===== src/rtl/alu_pkg.sv =====
// Shared definitions for the ALU issue/writeback controller: opcodes, instruction
// field positions, FSM encoding and flag bit indices.
package alu_pkg;

  localparam logic       GRP_ARITH = 1'b0;
  localparam logic       GRP_LOGIC = 1'b1;

  localparam logic [2:0] OP_ADD = 3'd0;
  localparam logic [2:0] OP_ADC = 3'd1;
  localparam logic [2:0] OP_SUB = 3'd2;
  localparam logic [2:0] OP_SBB = 3'd3;
  localparam logic [2:0] OP_AND = 3'd0;
  localparam logic [2:0] OP_OR  = 3'd1;
  localparam logic [2:0] OP_ROR = 3'd2;
  localparam logic [2:0] OP_ROL = 3'd3;
  localparam logic [2:0] OP_SHR = 3'd4;
  localparam logic [2:0] OP_SHL = 3'd5;

  localparam int F_GRP     = 19;
  localparam int F_OP_LO   = 16;
  localparam int F_RD_LO   = 14;
  localparam int F_RS_LO   = 12;
  localparam int F_RT_LO   = 10;
  localparam int F_IMM_SEL = 9;
  localparam int F_RSVD    = 8;
  localparam int F_IMM_LO  = 0;

  localparam int FLAG_C = 0;
  localparam int FLAG_B = 1;
  localparam int FLAG_Z = 2;
  localparam int FLAG_P = 3;

  typedef enum logic [1:0] {
    ST_IDLE  = 2'd0,
    ST_ISSUE = 2'd1,
    ST_WB    = 2'd2
  } state_t;

  typedef struct packed {
    logic       grp;
    logic [2:0] opcode;
    logic [1:0] rd;
    logic [1:0] rs;
    logic [1:0] rt;
    logic       imm_sel;
    logic       rsvd;
    logic [7:0] imm8;
  } instr_t;

  function automatic instr_t decode(input logic [19:0] w);
    instr_t d;
    d.grp     = w[F_GRP];
    d.opcode  = w[F_OP_LO+:3];
    d.rd      = w[F_RD_LO+:2];
    d.rs      = w[F_RS_LO+:2];
    d.rt      = w[F_RT_LO+:2];
    d.imm_sel = w[F_IMM_SEL];
    d.rsvd    = w[F_RSVD];
    d.imm8    = w[F_IMM_LO+:8];
    return d;
  endfunction

  function automatic logic is_legal(input logic grp, input logic [2:0] op);
    return (grp == GRP_ARITH) ? (op <= OP_SBB) : (op <= OP_SHL);
  endfunction

endpackage


===== src/rtl/alu_ctrl_regfile.sv =====
// Register file for alu_ctrl: two operand read ports, one debug read port and a
// single write port; async active-low reset clears every entry.
module alu_ctrl_regfile
  import alu_pkg::*;
#(
  parameter int NREGS = 4
) (
  input  logic       clk,
  input  logic       rst_n,
  input  logic       we,
  input  logic [1:0] waddr,
  input  logic [7:0] wdata,
  input  logic [1:0] rs_addr,
  input  logic [1:0] rt_addr,
  input  logic [1:0] dbg_addr,
  output logic [7:0] rs_data,
  output logic [7:0] rt_data,
  output logic [7:0] dbg_data
);

  logic [NREGS-1:0][7:0] mem_q, mem_d;

  always_comb begin
    mem_d = mem_q;
    if (we) mem_d[waddr] = wdata;
  end

  always_ff @(posedge clk or negedge rst_n) begin
    if (!rst_n) mem_q <= '0;
    else        mem_q <= mem_d;
  end

  assign rs_data  = mem_q[rs_addr];
  assign rt_data  = mem_q[rt_addr];
  assign dbg_data = mem_q[dbg_addr];

endmodule


===== src/rtl/alu_ctrl.sv =====
// Serial issue/writeback controller for the 8-bit ALU (IDLE -> ISSUE -> WB).
// Optional build macro ALU_CTRL_IMM_EN lets imm_sel route imm8 onto alu_op3.
module alu_ctrl
  import alu_pkg::*;
#(
  parameter int NREGS = 4,
  parameter int IW    = 20
) (
  input  logic          clk,
  input  logic          rst_n,
  input  logic          in_valid,
  input  logic [IW-1:0] in_instr,
  output logic          in_ready,
  output logic          alu_grp,
  output logic [2:0]    alu_opcode,
  output logic [7:0]    alu_op1,
  output logic [7:0]    alu_op2,
  output logic [7:0]    alu_op3,
  output logic [3:0]    alu_flags,
  input  logic [7:0]    alu_result,
  input  logic [3:0]    alu_flags_in,
  output logic          done,
  output logic          err,
  input  logic [1:0]    dbg_addr,
  output logic [7:0]    dbg_data,
  output logic [3:0]    flags
);

  state_t     state_q, state_d;
  logic [1:0] rd_q, rd_d;
  logic       grp_q, grp_d;
  logic       alu_grp_q, alu_grp_d;
  logic [2:0] alu_opcode_q, alu_opcode_d;
  logic [7:0] alu_op1_q, alu_op1_d;
  logic [7:0] alu_op3_q, alu_op3_d;
  logic [3:0] alu_flags_q, alu_flags_d;
  logic [3:0] flags_q, flags_d;
  logic       done_q, done_d;
  logic       err_q, err_d;
  logic       we;
  logic [7:0] rs_data, rt_data, op3_sel;
  instr_t     dec;

  assign dec = decode(in_instr[19:0]);

  alu_ctrl_regfile #(.NREGS(NREGS)) u_rf (
    .clk      (clk),
    .rst_n    (rst_n),
    .we       (we),
    .waddr    (rd_q),
    .wdata    (alu_result),
    .rs_addr  (dec.rs),
    .rt_addr  (dec.rt),
    .dbg_addr (dbg_addr),
    .rs_data  (rs_data),
    .rt_data  (rt_data),
    .dbg_data (dbg_data)
  );

`ifdef ALU_CTRL_IMM_EN
  assign op3_sel = dec.imm_sel ? dec.imm8 : rt_data;
`else
  assign op3_sel = rt_data;
`endif

  logic unused_bits;
  assign unused_bits = ^{dec.rsvd, dec.imm_sel, dec.imm8};

  // Operands are captured on the accept edge; nothing writes the register file
  // between accept and ISSUE, so this equals an ISSUE-cycle read and keeps the
  // ALU inputs glitch-free and held afterwards.
  always_comb begin
    state_d      = state_q;
    rd_d         = rd_q;
    grp_d        = grp_q;
    alu_grp_d    = alu_grp_q;
    alu_opcode_d = alu_opcode_q;
    alu_op1_d    = alu_op1_q;
    alu_op3_d    = alu_op3_q;
    alu_flags_d  = alu_flags_q;
    flags_d      = flags_q;
    done_d       = 1'b0;
    err_d        = 1'b0;
    we           = 1'b0;
    case (state_q)
      ST_IDLE: begin
        if (in_valid) begin
          if (is_legal(dec.grp, dec.opcode)) begin
            state_d      = ST_ISSUE;
            rd_d         = dec.rd;
            grp_d        = dec.grp;
            alu_grp_d    = dec.grp;
            alu_opcode_d = dec.opcode;
            alu_op1_d    = rs_data;
            alu_op3_d    = op3_sel;
            alu_flags_d  = flags_q;
          end else begin
            err_d = 1'b1;
          end
        end
      end
      ST_ISSUE: state_d = ST_WB;
      ST_WB: begin
        we      = 1'b1;
        done_d  = 1'b1;
        state_d = ST_IDLE;
        if (grp_q == GRP_ARITH) flags_d = alu_flags_in;
      end
      default: state_d = ST_IDLE;
    endcase
  end

  always_ff @(posedge clk or negedge rst_n) begin
    if (!rst_n) begin
      state_q      <= ST_IDLE;
      rd_q         <= '0;
      grp_q        <= 1'b0;
      alu_grp_q    <= 1'b0;
      alu_opcode_q <= '0;
      alu_op1_q    <= '0;
      alu_op3_q    <= '0;
      alu_flags_q  <= '0;
      flags_q      <= '0;
      done_q       <= 1'b0;
      err_q        <= 1'b0;
    end else begin
      state_q      <= state_d;
      rd_q         <= rd_d;
      grp_q        <= grp_d;
      alu_grp_q    <= alu_grp_d;
      alu_opcode_q <= alu_opcode_d;
      alu_op1_q    <= alu_op1_d;
      alu_op3_q    <= alu_op3_d;
      alu_flags_q  <= alu_flags_d;
      flags_q      <= flags_d;
      done_q       <= done_d;
      err_q        <= err_d;
    end
  end

  assign in_ready   = (state_q == ST_IDLE);
  assign alu_grp    = alu_grp_q;
  assign alu_opcode = alu_opcode_q;
  assign alu_op1    = alu_op1_q;
  assign alu_op2    = alu_op1_q;
  assign alu_op3    = alu_op3_q;
  assign alu_flags  = alu_flags_q;
  assign flags      = flags_q;
  assign done       = done_q;
  assign err        = err_q;

endmodule


===== config.mk =====
export PLATFORM = sky130hd
export DESIGN_NAME = alu_ctrl
export DESIGN_NICKNAME = d
export VERILOG_FILES = /design/src/rtl/alu_pkg.sv /design/src/rtl/alu_ctrl_regfile.sv /design/src/rtl/alu_ctrl.sv
export SDC_FILE = /design/constraint.sdc
export NUM_CORES = 1
export LEC_CHECK = 0
export CORE_MARGIN = 2
export CORE_UTILIZATION = 48
export CTS_CLUSTER_DIAMETER = 40
export CTS_CLUSTER_SIZE = 8
export DETAILED_ROUTE_END_ITERATION = 7
export GPL_ROUTABILITY_DRIVEN = 1
export PLACE_DENSITY_LB_ADDON = 0.08
export SLEW_MARGIN = 15
export SYNTH_ARGS = -nofsm -noshare
export SYNTH_HDL_FRONTEND = slang
export SYNTH_HIERARCHICAL = 1
export SYNTH_SLANG_ARGS = --single-unit

===== constraint.sdc =====
create_clock -name clk -period 2.4 [get_ports clk]
set_input_delay 0.6 -clock clk [delete_from_list [all_inputs] [get_ports clk]]
set_output_delay 0.6 -clock clk [all_outputs]
set_load 0.01 [all_outputs]

==> impl_metrics.csv, run 1 <==
group,metric,value,unit
status,status,"complete, no violations",
floorplanning,die_area,0.00719,sq mm
final_layout,drive_above_1_share,0.465,
yosys,syn_avg_cell_area,17.0,sq um
grt,grt_pass1_vias,1973,
floorplanning,initial_core_util,0.496,
yosys,synth_seq_cells,66,
place,dp_cells,330,
final_layout,fin_cells,346,
critical_path,crit_required,1.80,ns
place,place.gp.congestion,0.796,
floorplanning,die_h,84.8,microns
timing,min_period_over_period,0.956,
clock_tree,cts_setup_buffers,0,
clock_tree,clock_path_buffers,2,
drt,drt-pass1-iter-count,4,
yosys,ys_seq_area_frac,0.527,
clock_tree,ctsHoldBuffers,0,
yosys,yosysWarnings,6,
place,place_area,0.00399,sq mm
place,io_buffer_count,73,
drt,drc,0,
timing,tightest_slew,0.556,ns
final_layout,design_area,0.00417,sq mm
critical_path,worst_ep_arrival_time,1.69,ns
clock_tree,insertion_delay,0.33,ns
yosys,synth_top_area_frac,0.527,
critical_path,cp-start-kind,"primary input",
min_path,hold_path_class,"primary input to async pin",
final_layout,nFillCells,472,
yosys,synthCells,184,
pwr,p_per_area,1190,mW/mm^2
clock_tree,clock_sinks,66,
timing,finalMaxSlewViolations,0,
floorplanning,core,0.00631,sq mm
pwr,leakagePower,1.72,nW
yosys,synth_top_area_cell,"dfrtp_1",
pwr,ir_drop,0.791,mV
critical_path,crit_slowest_cell,"clkdlybuf4s50_1",
job,max_cap_violations,0,
grt,grt_use_total,0.197,
final_layout,final_util,0.660,
timing,setup_violations,0,
clock_tree,h-tree-depth,3,
critical_path,crit_start,"dbg_addr[1]",
drt,drtIter0Drc,88,
critical_path,rr_worst_depth,3,
final_layout,antennaDiodeCount,0,
timing,skew,0.00592,ns
critical_path,crit_path_end_kind,"output port",
clock_tree,post_cts_resized,33,
timing,fmax,436,MHz
critical_path,worstSetupPathType,"primary input to output port",
yosys,synth_area_leaders,"dfrtp_1 (53%), mux2_2 (21%), mux4_2 (17%), buf_4 (1.9%), buf_8 (0.96%)",
yosys,synth.cell_area,0.00313,sq mm
grt,grt_pass1_wl,10700,microns
floorplanning,ios,84,
drt,viasPerCell,5.58,
grt,grt_start_max_net_pins,35,
critical_path,r2r_slack,0.55,ns
grt,grt-ovfl-total,0,
yosys,synth_common_cells,"dfrtp_1 (66), mux2_2 (59), mux4_2 (24), buf_4 (8)",
drt,antenna_left,0,
timing,rsz0062_at_grt,"no",
timing,max_slew_margin,0.629,
critical_path,slowest_delay,0.48,ns
yosys,async_reset_ff_frac,1.00,
critical_path,r2r-end,"u_rf/mem_q[4]",
critical_path,cp_max_fo,4,
drt,vias,1932,
final_layout,regArea,0.00165,sq mm
critical_path,r2r_start,"state_q[0]",
timing,period_needed,2.29,ns
yosys,synth_edf_count,0,
yosys,synth_nets,221,
floorplanning,dieWidth,84.8,microns
final_layout,multi_input_area,0.00136,sq mm
final_layout,finalNetCount,301,
clock_tree,cts_tree,"yes",
drt,wire_per_inst,18.6,microns
yosys,yosysMostFrequentCell,"dfrtp_1",
clock_tree,numCtsBuffers,9,
timing,finalHoldViolCount,0,
yosys,ys_types,23,
drt,routed_wl,6420,microns
final_layout,area_growth,33.1,%
clock_tree,clkTransAtPathRegs,0.07,ns
yosys,ys.flop_type,"dfrtp_1",
critical_path,worstPathCellList,"clkdlybuf4s50_1, buf_4, mux4_2, buf_2",
floorplanning,rows,29,
grt,antenna_found_initial,0,
clock_tree,cts-root-buf,"clkbuf_8",
place,dpl.hpwl,4440,microns
routing by layer:
metal,track usage,vias up,share of wire
met2,0.308,57,0.50
met4,0.0851,0,0.019
met5,0,-,0
li1,-,855,-
met1,0.266,1008,0.44
met3,0.0452,12,0.050
kinds of logic after synthesis:
group / synth area share
compound gates: 0.0112
buf+inv: 0.0384
flops: 0.527
mux: 0.388
simple gates: 0.0348
stage by stage:
stage | setup slack, ns | TNS [ns] | total power, mW | hold WS, ns
final | 0.106 | 0 | 4.96 | 0.0671
after global placement | -0.475 | -3.76 | 4.00 | 0.415
after global routing | 0.0966 | 0 | 5.25 | 0.0437
after floorplan | 0.412 | 0 | 3.11 | 0.304
after CTS | 0.103 | 0 | 5.02 | 0.0479
after detailed placement | -0.477 | -3.72 | 4.06 | 0.414
layout by cell type, fill, tap and decap left out, types with 2 or more instances in the layout:
cell,n
buf_12,5
clkdlybuf4s50_1,63
clkinv_2,2
bufinv_16,2
buf_4,7
buf_2,9
nand3b_2,2
mux2_2,59
dfrtp_1,66
mux4_2,24
clkbuf_8,10
o21ai_0,2
nand2_1,2
final cells by class:
class / count / share of cell area
Clock inverter: 5 / 0.0186
Clock buffer: 11 / 0.0339
Timing Repair Buffer: 85 / 0.201
Multi-Input combinational cell: 101 / 0.326
Tap cell: 77 / 0.0231
Sequential cell: 66 / 0.396
Inverter: 1 / 0.000901
state kept, by name (all words and copies together) (netlist names):
register and flops:
alu_flags 4, state_q 2, alu_op1 8, err 1, alu_grp 1, alu_op3 8, flags 4, done 1
u_rf/mem_q 32, alu_opcode 3, rd_q 2
worst max-delay path by stage:
stage	to	slack, ns
floorplan	dbg_data[0]	0.41
detailed placement	dbg_data[2]	-0.48
global placement	dbg_data[1]	-0.47
global route	dbg_data[2]	0.1
CTS	dbg_data[2]	0.10
finish	dbg_data[2]	0.11
critical path: cells and delay by family:
family / cells / cell delay, ns
muxes: 1 / 0.30
buffers and inverters: 3 / 0.79
report_power, final:
part           internal (mW)  switching (mW)  total [mW]
sequential              1.62           0.400        2.02
combinational           1.31           0.600        1.91
clock                  0.610           0.413        1.02
total                   3.54            1.41        4.96
Power figures use the tool's default switching activity.
==> run 2: changes to the inputs <==
--- a/config.mk
+++ b/config.mk
@@ -5,13 +5,14 @@
 export SDC_FILE = /design/constraint.sdc
 export NUM_CORES = 1
 export LEC_CHECK = 0
+export CORE_ASPECT_RATIO = 0.9
 export CORE_MARGIN = 2
 export CORE_UTILIZATION = 48
 export CTS_CLUSTER_DIAMETER = 40
 export CTS_CLUSTER_SIZE = 8
 export DETAILED_ROUTE_END_ITERATION = 7
 export GPL_ROUTABILITY_DRIVEN = 1
-export PLACE_DENSITY_LB_ADDON = 0.08
+export PLACE_DENSITY_LB_ADDON = 0.25
 export SLEW_MARGIN = 15
 export SYNTH_ARGS = -nofsm -noshare
 export SYNTH_HDL_FRONTEND = slang
==> impl_metrics.csv, run 2 (synthesized netlist as in run 1, its figures left out) <==
group,metric,value,unit
critical_path,crit_buf_inv,3,
floorplanning,die_area,0.00719,sq mm
critical_path,crit_slowest_cell,"mux4_2",
final_layout,layout_common_cells,"dfrtp_1 (66), clkdlybuf4s50_1 (62), mux2_2 (59), mux4_2 (24), clkbuf_8 (11)",
critical_path,cp.depth,4,
critical_path,slowest_delay,0.50,ns
grt,grt-ovfl-total,0,
pwr,leakagePower,1.72,nW
floorplanning,initial_core_util,0.504,
clock_tree,clkTransAtPathRegs,0.07,ns
timing,skew,0.00635,ns
clock_tree,post_cts_resized,30,
critical_path,crit_path_end_kind,"output port",
clock_tree,cts_setup_buffers,0,
critical_path,crit_required,1.80,ns
place,place.gp.congestion,0.757,
critical_path,worstSetupEndpoint,"dbg_data[3]",
timing,min_period_over_period,0.970,
status,status,"complete, no violations",
clock_tree,clock_sinks,66,
drt,antenna_left,0,
timing,rsz0062_at_grt,"no",
timing,whs,0.263,ns
critical_path,worst_ep_arrival_time,1.73,ns
critical_path,cp-start-kind,"primary input",
critical_path,worstSetupPathType,"primary input to output port",
critical_path,r2r-end,"u_rf/mem_q[6]",
grt,grt_pass1_wl,9860,microns
final_layout,finalNetCount,299,
critical_path,r2r_start,"state_q[0]",
final_layout,largest_reg_flops,32,
floorplanning,die_h,80.6,microns
timing,finalHoldViolCount,0,
clock_tree,cts_tree,"yes",
job,max_cap_violations,0,
timing,tightest_slew,0.550,ns
grt,antenna_found_initial,0,
drt,routed_wl,6290,microns
critical_path,worstPathCellList,"dlygate4sd2_1, buf_6, mux4_2, clkdlybuf4s15_2",
timing,fmax,430,MHz
timing,setup_violations,0,
floorplanning,dieWidth,89.1,microns
drt,drt-pass1-iter-count,4,
floorplanning,core,0.00622,sq mm
clock_tree,insertion_delay,0.33,ns
place,io_buffer_count,73,
final_layout,antennaDiodeCount,0,
grt,grt_use_total,0.191,
critical_path,critPathTopFamily,"buffers and inverters",
clock_tree,h-tree-depth,3,
drt,drc,0,
drt,vias,1940,
critical_path,crit_start,"dbg_addr[0]",
drt,wire_per_inst,17.9,microns
floorplanning,rows,27,
final_layout,final_util,0.672,
critical_path,r2r_slack,0.61,ns
final_layout,final_common_cell,"dfrtp_1",
timing,max_slew_margin,0.633,
drt,drtIter0Drc,98,
drt,viasPerCell,5.51,
final_layout,drive_above_1_share,0.460,
pwr,ir_drop,0.572,mV
place,dpl.hpwl,4340,microns
critical_path,cp_max_fo,4,
critical_path,rr_worst_depth,3,
pwr,p_per_area,1160,mW/mm^2
final_layout,largest-register,"u_rf/mem_q",
clock_tree,cts-root-buf,"clkbuf_8",
clock_tree,ctsHoldBuffers,0,
grt,grt_start_max_net_pins,67,
floorplanning,ios,84,
clock_tree,numCtsBuffers,9,
timing,finalMaxSlewViolations,0,
grt,grt_pass1_vias,1902,
min_path,hold_path_class,"primary input to async pin",
final_layout,area_growth,33.4,%
timing,period_needed,2.33,ns
clock_tree,clock_path_buffers,2,
[run 2: worst min path at each step]
stage,from,to,slack [ns]
final,rst_n,alu_op1[0],0.26
after floorplan,rst_n,alu_flags[0],0.30
after detailed placement,state_q[1],state_q[1],0.46
after global placement,state_q[1],state_q[1],0.46
after CTS,rst_n,alu_op1[0],0.27
after global routing,rst_n,alu_op1[0],0.27
[run 2: area by class of cell]
| type | instances | area [sq um] |
|---|---|---|
| fillers | 472 | 2040 |
| clock buffers | 11 | 151 |
| well taps | 87 | 109 |
| repair buffers | 83 | 863 |
| flip-flops and latches | 66 | 1650 |
| clock inverters | 3 | 40.0 |
| multi-input cells | 101 | 1360 |
| inverters | 1 | 3.75 |
[run 2: power breakdown]
part | switching [mW] | leakage (nW) | internal (mW)
registers | 0.401 | 0.787 | 1.62
clock network | 0.379 | 0.101 | 0.521
logic | 0.611 | 0.829 | 1.33
[run 2: per-layer routing]
metal  global-route usage  wire length [microns]  vias up
met5                    0                      0        -
li1                     -                      -      856
met4               0.0731                     68        0
met2                0.302                   3100       86
met3               0.0565                    515       12
met1                0.248                   2600      986
[run 2: stage by stage]
| step | setup TNS, ns | power (mW) | instance area (sq um) | worst slack (ns) | instances |
|---|---|---|---|---|---|
| 2_1_floorplan | 0 | 3.11 | 3130 | 0.412 | 184 |
| 3_3_place_gp | -3.62 | 3.99 | 4000 | -0.456 | 338 |
| 3_5_place_dp | -3.54 | 4.06 | 4000 | -0.450 | 338 |
| 4_1_cts | 0 | 4.93 | 4180 | 0.00566 | 352 |
| 5_1_grt | 0 | 5.15 | 4180 | 0.0420 | 352 |
| 6_report | 0 | 4.87 | 4180 | 0.0718 | 352 |
==> run 3: changes to the inputs <==
--- a/config.mk
+++ b/config.mk
@@ -13,6 +13,7 @@
 export DETAILED_ROUTE_END_ITERATION = 7
 export GPL_ROUTABILITY_DRIVEN = 1
 export PLACE_DENSITY_LB_ADDON = 0.25
+export REMOVE_ABC_BUFFERS = 1
 export SLEW_MARGIN = 15
 export SYNTH_ARGS = -nofsm -noshare
 export SYNTH_HDL_FRONTEND = slang
==> impl_metrics.csv, run 3 (synthesized netlist as in run 1, its figures left out) <==
group,metric,value,unit
final_layout,multi_input_area,0.00136,sq mm
timing,skew,0.0102,ns
timing,max_slew_margin,0.660,
drt,routed_wl,6210,microns
min_path,hold_path_class,"primary input to async pin",
timing,finalMaxSlewViolations,0,
floorplanning,die_area,0.00719,sq mm
critical_path,worstSetupPathType,"primary input to output port",
critical_path,rr_worst_depth,3,
clock_tree,cts_setup_buffers,0,
floorplanning,initial_core_util,0.504,
drt,drc,0,
clock_tree,numCtsBuffers,9,
place,dp_worst_setup_slack,-0.476,ns
drt,top_layer,"met4",
place,io_buffer_count,73,
clock_tree,cts-root-buf,"clkbuf_8",
final_layout,regArea,0.00165,sq mm
critical_path,worst_ep_arrival_time,1.75,ns
grt,antenna_found_initial,0,
final_layout,largest_reg_flops,32,
drt,wire_per_inst,17.6,microns
pwr,p_per_area,1150,mW/mm^2
grt,grt_use_total,0.196,
timing,rsz0062_at_grt,"no",
drt,wl_met3,296,microns
clock_tree,clock_sinks,66,
drt,met2_length,3130,microns
floorplanning,rows,27,
drt,antenna_left,0,
timing,setup_violations,0,
clock_tree,cts_tree,"yes",
status,status,"complete, no violations",
final_layout,design_area,0.00415,sq mm
drt,viasPerCell,5.34,
critical_path,cp_max_fo,8,
clock_tree,clkTransAtPathRegs,0.07,ns
drt,drt-pass1-iter-count,4,
timing,setup_slack,0.0470,ns
final_layout,drive_above_1_share,0.438,
timing,min_period_over_period,0.980,
timing,period_needed,2.35,ns
grt,grt_start_max_net_pins,30,
final_layout,final_common_cell,"dfrtp_1",
place,place.gp.congestion,0.742,
final_layout,final_util,0.668,
critical_path,slowest_delay,0.51,ns
drt,drtIter0Drc,63,
floorplanning,core,0.00622,sq mm
final_layout,nFillCells,495,
place,dpl.hpwl,4430,microns
floorplanning,die_h,80.6,microns
timing,fmax,425,MHz
critical_path,cp-start-kind,"primary input",
clock_tree,insertion_delay,0.33,ns
grt,grt_pass1_vias,1937,
floorplanning,dieWidth,89.1,microns
critical_path,worstPathCellList,"dlygate4sd2_1, buf_12, mux4_2, clkdlybuf4s15_2",
timing,finalHoldViolCount,0,
critical_path,crit_slowest_cell,"mux4_2",
clock_tree,clock_path_buffers,2,
timing,whs,0.157,ns
drt,met1_length,2710,microns
critical_path,crit_path_end_kind,"output port",
pwr,leakagePower,1.69,nW
critical_path,crit_required,1.80,ns
final_layout,largest-register,"u_rf/mem_q",
final_layout,area_growth,32.6,%
floorplanning,ios,84,
grt,grt_pass1_wl,10200,microns
final_layout,antennaDiodeCount,0,
grt,grt-ovfl-total,0,
drt,vias,1878,
final_layout,layout_common_cells,"dfrtp_1 (66), clkdlybuf4s50_1 (62), mux2_2 (59), mux4_2 (24), clkbuf_8 (11)",
final_layout,finalNetCount,298,
place,place_area,0.00399,sq mm
timing,tightest_slew,0.510,ns
job,max_cap_violations,0,
pwr,ir_drop,0.628,mV
clock_tree,h-tree-depth,3,
## run 3: what timing repair did
item,in CTS,in global routing
endpoints found under the setup margin,8,1
hold buffers,0,0
resized for setup,22,1
## run 3: area by class of cell
type | instances | area share
Clock buffer | 13 | 0.0383
Clock inverter | 2 | 0.00301
Inverter | 1 | 0.000904
Multi-Input combinational cell | 101 | 0.327
Sequential cell | 66 | 0.398
Tap cell | 87 | 0.0262
Timing Repair Buffer | 82 | 0.207
## run 3: power breakdown
| group | internal [mW] | switching [mW] | total (mW) |
|---|---|---|---|
| registers | 1.62 | 0.389 | 2.01 |
| logic | 1.34 | 0.616 | 1.96 |
| clock network | 0.425 | 0.381 | 0.806 |
| total | 3.39 | 1.39 | 4.77 |
## run 3: final timing paths
kind / from / slack (ns) / to
min: rst_n / 0.16 / alu_opcode[0]
min in group clk: state_q[1] / 0.48 / state_q[1]
min reg2reg: state_q[1] / 0.48 / state_q[1]
max in group asynchronous: rst_n / 1.61 / state_q[0]
max: dbg_addr[0] / 0.05 / dbg_data[1]
max reg2reg: state_q[0] / 0.64 / u_rf/mem_q[4]
## run 3: per-layer routing
layer,global-route usage,vias up
li1,-,847
met1,0.265,970
met2,0.301,56
met3,0.0637,5
met4,0.0582,0
met5,0,-
## run 3: stage by stage
step	cells	TNS, ns	power [mW]
floorplan	168	0	3.00
global placement	337	-3.74	3.98
detailed placement	337	-3.72	4.06
CTS	352	0	4.84
global route	352	0	5.10
finish	352	0	4.77
## run 3: critical path: cells and delay by family
kind / cells / cell delay (ns)
buffers and inverters: 3 / 0.63
muxes: 1 / 0.51
